--- src/rtl/pwm_pkg.sv ---
// Shared types and sizing helpers for the PWM duty-cycle calculator slice.
package pwm_pkg;

    localparam int DUTY_W             = 16;
    localparam int DEFAULT_DUTY_SCALE = 1000;

    typedef logic [1:0] state_t;

    localparam state_t ST_ACCUM   = 2'd0;
    localparam state_t ST_LOAD    = 2'd1;
    localparam state_t ST_DIV     = 2'd2;
    localparam state_t ST_PUBLISH = 2'd3;

    // Accumulators hold 2^avg_log2 periods of cnt_width+1 bits without overflow.
    function automatic int acc_w(input int cnt_width, input int avg_log2);
        return cnt_width + 1 + avg_log2;
    endfunction

endpackage

--- src/rtl/pwm_seq_divider.sv ---
// Restoring divider, one quotient bit per cycle (MSB first), DUTY_W cycles after start.
// start must not be raised while busy; done marks the cycle of the final iteration.
module pwm_seq_divider
    import pwm_pkg::*;
#(
    parameter int NUM_W = 51,
    parameter int DEN_W = 35
) (
    input  logic              pwd_clk,
    input  logic              sysreset,
    input  logic              start,
    input  logic [NUM_W-1:0]  num,
    input  logic [DEN_W-1:0]  den,
    output logic              done,
    output logic [DUTY_W-1:0] q
);

    localparam int IDX_W = $clog2(DUTY_W);

    logic [NUM_W-1:0] rem;
    logic [DEN_W-1:0] den_r;
    logic [IDX_W-1:0] bit_idx;
    logic             busy;
    logic [NUM_W-1:0] trial;

    // den<<15 never exceeds NUM_W because NUM_W = DEN_W + DUTY_W.
    assign trial = NUM_W'(den_r) << bit_idx;
    assign done  = busy && (bit_idx == '0);

    always_ff @(posedge pwd_clk) begin
        if (sysreset) begin
            rem     <= '0;
            den_r   <= '0;
            q       <= '0;
            bit_idx <= '0;
            busy    <= 1'b0;
        end else if (start) begin
            rem     <= num;
            den_r   <= den;
            q       <= '0;
            bit_idx <= IDX_W'(DUTY_W - 1);
            busy    <= 1'b1;
        end else if (busy) begin
            if (rem >= trial) begin
                rem        <= rem - trial;
                q[bit_idx] <= 1'b1;
            end
            if (bit_idx == '0) begin
                busy <= 1'b0;
            end else begin
                bit_idx <= bit_idx - 1'b1;
            end
        end
    end

endmodule

--- src/rtl/pwm_duty_calc.sv ---
// Averages 2^AVG_LOG2 PWM periods and publishes truncated duty = high*DUTY_SCALE/period.
// Result strobes 18 cycles after the window's last accept; in_ready is low while computing.
module pwm_duty_calc
    import pwm_pkg::*;
#(
    parameter int CNT_WIDTH  = 32,
    parameter int AVG_LOG2   = 4,
    parameter int DUTY_SCALE = DEFAULT_DUTY_SCALE,
    parameter int MIN_PERIOD = 2
) (
    input  logic                 pwd_clk,
    input  logic                 sysreset,
    input  logic                 in_valid,
    input  logic [CNT_WIDTH-1:0] in_high_count,
    input  logic [CNT_WIDTH-1:0] in_low_count,
    output logic                 in_ready,
    input  logic                 avg_restart,
    output logic [DUTY_W-1:0]    duty_out,
    output logic [CNT_WIDTH:0]   period_avg_out,
    output logic                 out_valid,
    output logic [7:0]           drop_count
);

    localparam int PER_W  = CNT_WIDTH + 1;
    localparam int ACC_W  = acc_w(CNT_WIDTH, AVG_LOG2);
    localparam int NUM_W  = ACC_W + DUTY_W;
    localparam int SCNT_W = AVG_LOG2 + 1;
    localparam logic [SCNT_W-1:0] LAST_SAMPLE = SCNT_W'((1 << AVG_LOG2) - 1);

    state_t            state;
    logic [ACC_W-1:0]  high_acc;
    logic [ACC_W-1:0]  per_acc;
    logic [SCNT_W-1:0] sample_cnt;
    logic [PER_W-1:0]  period;
    logic              accept;
    logic              div_start;
    logic              div_done;
    logic [NUM_W-1:0]  div_num;
    logic [DUTY_W-1:0] div_q;

    assign period    = PER_W'(in_high_count) + PER_W'(in_low_count);
    assign in_ready  = (state == ST_ACCUM) && !avg_restart;
    assign accept    = in_valid && in_ready;
    assign div_start = (state == ST_LOAD);
    assign div_num   = NUM_W'(high_acc) * NUM_W'(DUTY_SCALE);

    pwm_seq_divider #(
        .NUM_W (NUM_W),
        .DEN_W (ACC_W)
    ) u_div (
        .pwd_clk  (pwd_clk),
        .sysreset (sysreset),
        .start    (div_start),
        .num      (div_num),
        .den      (per_acc),
        .done     (div_done),
        .q        (div_q)
    );

    always_ff @(posedge pwd_clk) begin
        if (sysreset) begin
            state          <= ST_ACCUM;
            high_acc       <= '0;
            per_acc        <= '0;
            sample_cnt     <= '0;
            duty_out       <= '0;
            period_avg_out <= '0;
            out_valid      <= 1'b0;
            drop_count     <= '0;
        end else begin
            out_valid <= 1'b0;
            case (state)
                ST_ACCUM: begin
                    if (avg_restart) begin
                        high_acc   <= '0;
                        per_acc    <= '0;
                        sample_cnt <= '0;
                    end else if (accept) begin
                        if (period < PER_W'(MIN_PERIOD)) begin
                            if (drop_count != 8'hFF) begin
                                drop_count <= drop_count + 8'd1;
                            end
                        end else begin
                            high_acc   <= high_acc + ACC_W'(in_high_count);
                            per_acc    <= per_acc + ACC_W'(period);
                            sample_cnt <= sample_cnt + 1'b1;
                            if (sample_cnt == LAST_SAMPLE) begin
                                state <= ST_LOAD;
                            end
                        end
                    end
                end
                ST_LOAD: begin
                    state <= ST_DIV;
                end
                ST_DIV: begin
                    if (div_done) begin
                        state <= ST_PUBLISH;
                    end
                end
                default: begin
                    duty_out       <= div_q;
                    period_avg_out <= per_acc[ACC_W-1:AVG_LOG2];
                    out_valid      <= 1'b1;
                    high_acc       <= '0;
                    per_acc        <= '0;
                    sample_cnt     <= '0;
                    state          <= ST_ACCUM;
                end
            endcase
        end
    end

endmodule

--- config.mk ---
export PLATFORM = sky130hd
export DESIGN_NAME = pwm_duty_calc
export DESIGN_NICKNAME = d
export VERILOG_FILES = /design/src/rtl/pwm_pkg.sv /design/src/rtl/pwm_seq_divider.sv /design/src/rtl/pwm_duty_calc.sv
export SDC_FILE = /design/constraint.sdc
export NUM_CORES = 1
export LEC_CHECK = 0
export CORE_MARGIN = 2
export CORE_UTILIZATION = 55
export DETAILED_ROUTE_END_ITERATION = 8
export GPL_TIMING_DRIVEN = 0
export PLACE_DENSITY = 0.84
export SYNTH_ARGS = -nofsm -noshare
export SYNTH_HDL_FRONTEND = slang
export SYNTH_SLANG_ARGS = --single-unit
--- constraint.sdc ---
create_clock -name pwd_clk -period 5.4 [get_ports pwd_clk]
set_input_delay 1.35 -clock pwd_clk [delete_from_list [all_inputs] [get_ports pwd_clk]]
set_output_delay 1.35 -clock pwd_clk [all_outputs]
set_load 0.1 [all_outputs]
==> flow_summary.ini <==
[run_status]
run_status = finished, violations left
violations = negative setup slack

[clock_network]
clk_pin_slew_worst_paths_ps = 70
clk_latency_ps = 570
clock_sinks = 250
postCtsHoldBufs = 0
cts_tree = done
clk_path_buf_depth = 3
cts_buffers = 28
cts_root_buf = clkbuf_16
htree_levels = 1

[timing]
min_period_over_period = 1.02
grt_setup_unrepaired = yes
tns_ps = -190
period_minus_slack_ps = 5530
hold_viol = 0
layout_setup_ws_ps = -128
fin_skew_ps = 23.9
whs_ps = 463
slew_violations = 0
fmax_mhz = 181
tightest_slew_ps = 1020
max_slew_margin = 0.315
setup_viol = 2

[synthesis]
synth-edff-count = 0
syn_area_per_cell_um2 = 8.28
synthesis.area_mm2 = 0.0253
yosysSeqAreaShare = 0.198
yosysUniqueCellTypes = 96
synth_flop_cell = dfxtp_1
ys_ff_latch = 250
ys_warn_count = 0
synth_nets = 3521
async_reset_ff_frac = 0
synthCells = 3056

[placed_design]
dp_hpwl_um = 62100
port_buffers = 126
gp_congestion = 1.00
post_dp_cell_area_mm2 = 0.0273
place_ws_ps = -1760

[routing]
first_pass_iters = 6
drt-initial-drc-count = 2480
viasPerCell = 6.31
num_vias = 24622
wirelength_um = 83200
ant_nets = 0
detail_route.wl_per_cell_um = 21.3
drcViolationCount = 0

[final_layout]
drive_above_1_share = 0.145
layout_commonest_cell = nor2_1
fin_nets = 3744
fin_util = 0.666
area_growth_pct = 19.6
mostFrequentLayoutCells = nor2_1 (295), a21oi_1 (269), dfxtp_1 (230)
num_antenna_cells = 0
final_area_mm2 = 0.0302

[worst_setup_path]
slowest_delay_ps = 590
worst-endpoint-required_ps = 5890
critPathCaptureType = register
path_delay_family = adder cells
path_class = register to register
cp-start-kind = register
cp_slowest_cell = fa_2
crit_fanout = 6
cp.buffers_inverters = 4
crit_chain = clkinvlp_4 > fa_2 > fa_1 > fa_2 > fa_1 > inv_1 > ha_4 > nand4_1 > nor3_4 > buf_4 > buf_4 > o21ai_2 > o31ai_4 > o31ai_4 > o21a_1 > a21oi_2 > a311oi_2 > o21ai_1 > o31ai_1 > or4_1 > a221oi_2
arrival_ps = 6010

[floorplan]
num_rows = 78
start_util = 0.557
placeableCoreArea_mm2 = 0.0454
die_h_um = 218
die_w_um = 218
pin_count = 127
die_area_mm2 = 0.0477

[power_and_ir_drop]
combPwrFrac = 0.448
p_sw_frac = 0.393
powerDensity_mw_per_mm2 = 242
intPower_mw = 4.44
power.switching_mw = 2.88
sequentialPowerShare = 0.277
p_leak_nw = 12.4
worst_ir_drop_vdd_uv = 212
p_clk_frac = 0.276

[run]
drv_cap = 0

[grt]
grt_pass1_wl_um = 125000
overflow = 0
grt_max_degree = 15
grtUsageTotal = 0.328
antenna_found_initial = 0
first_global_vias = 23374

[min_path]
hp-class = register to register
power groups by stage:
stage | sequential (mW) | clock (mW) | combinational [mW]
2_1_floorplan | 1.98 | 0 | 2.00
3_3_place_gp | 2.05 | 0 | 2.56
3_5_place_dp | 2.05 | 0 | 2.63
4_1_cts | 2.01 | 2.01 | 2.86
5_1_grt | 2.02 | 2.08 | 3.53
6_report | 2.03 | 2.02 | 3.28
logic make-up (layout without fill, tap and decap cells):
| kind of cell | Yosys count | count (layout) | share of synthesized area |
|---|---|---|---|
| AND/OR/NAND/NOR | 880 | 881 | 0.164 |
| AO/OA/AOI/OAI | 817 | 817 | 0.208 |
| adder cells (fa/ha/maj) | 397 | 397 | 0.239 |
| buffers and inverters | 393 | 637 | 0.0603 |
| flip-flops | 250 | 250 | 0.198 |
| multiplexers | 163 | 163 | 0.0778 |
| XOR/XNOR | 156 | 156 | 0.0540 |
worst paths after layout:
kind | from | to | slack (ps) | depth (start not counted)
hold reg to reg | u_div.rem[47] | u_div.rem[47] | 460 | 2
hold / removal | u_div.rem[47] | u_div.rem[47] | 460 | 2
setup / recovery | high_acc[10] | u_div.rem[39] | -130 | 21
setup reg to reg | high_acc[10] | u_div.rem[39] | -130 | 21
timing repair:
| action | 4_1_cts | 5_1_grt |
|---|---|---|
| pin swaps | 39 | 117 |
| hold endpoints to repair | 0 | 0 |
| cloned | 1 | 0 |
| buffers inserted | 22 | 56 |
| resized for setup | 200 | 200 |
| endpoints found under the setup margin | 149 | 130 |
worst register-to-register path: stages, from the launching register on:
cell and delay (ps):
dfxtp_4 370, clkinvlp_4 150, fa_2 590, fa_1 440
fa_2 390, fa_1 520, inv_1 70, ha_4 320
nand4_1 190, nor3_4 300, buf_4 160, buf_4 110
o21ai_2 80, o31ai_4 110, o31ai_4 90, o21a_1 230
a21oi_2 200, a311oi_2 140, o21ai_1 150, o31ai_1 70
or4_1 490, a221oi_2 270
sequential cells by signal, summed over array words and instances, names as in the netlist, 5 cells and up:
name and count:
sample_cnt 5, period_avg_out 33, u_div.den_r 37, duty_out 16, u_div.rem 53, u_div.q 16
per_acc 37, high_acc 37, drop_count 8
Yosys cell counts, types with 64 or more instances:
cell        n  share of area
dfxtp_1   250           0.20
a21oi_1   289          0.057
fa_1      142           0.11
a211oi_1   72          0.021
o21ai_0   120          0.024
nor2_1    300          0.045
nand2_1   229          0.034
clkbuf_1   97          0.014
nand3_1    95          0.019
xnor2_1    92          0.032
inv_1     253          0.038
xor2_1     64          0.022
mux2i_1   122          0.048
ha_1      255           0.13
a21o_1     87          0.026
through the flow:
step | total power, mW | instances
4_1_cts | 6.89 | 3854
3_3_place_gp | 4.61 | 3782
6_report | 7.32 | 3901
3_5_place_dp | 4.68 | 3782
5_1_grt | 7.64 | 3901
2_1_floorplan | 3.98 | 3056
routing by layer:
layer  wire [um]  part of all wire  global-route usage  up-vias
li1            -                 -                   -    11345
met4        4400             0.053               0.139        0
met2       38600              0.46               0.551     1295
met1       32900              0.40               0.426    11691
met5           0                 0                   0        -
met3        7270             0.087              0.0384      291
cell type report:
class                   instances  area, um^2
clock inverters                13         148
multi-input cells            2414       20000
fillers                      3488       15100
well taps                     600         751
inverters                     256         987
flip-flops and latches        250        5070
plain buffers                 126         609
clock buffers                  39         833
repair buffers                203        1840
(Power assumes the default switching activity.)
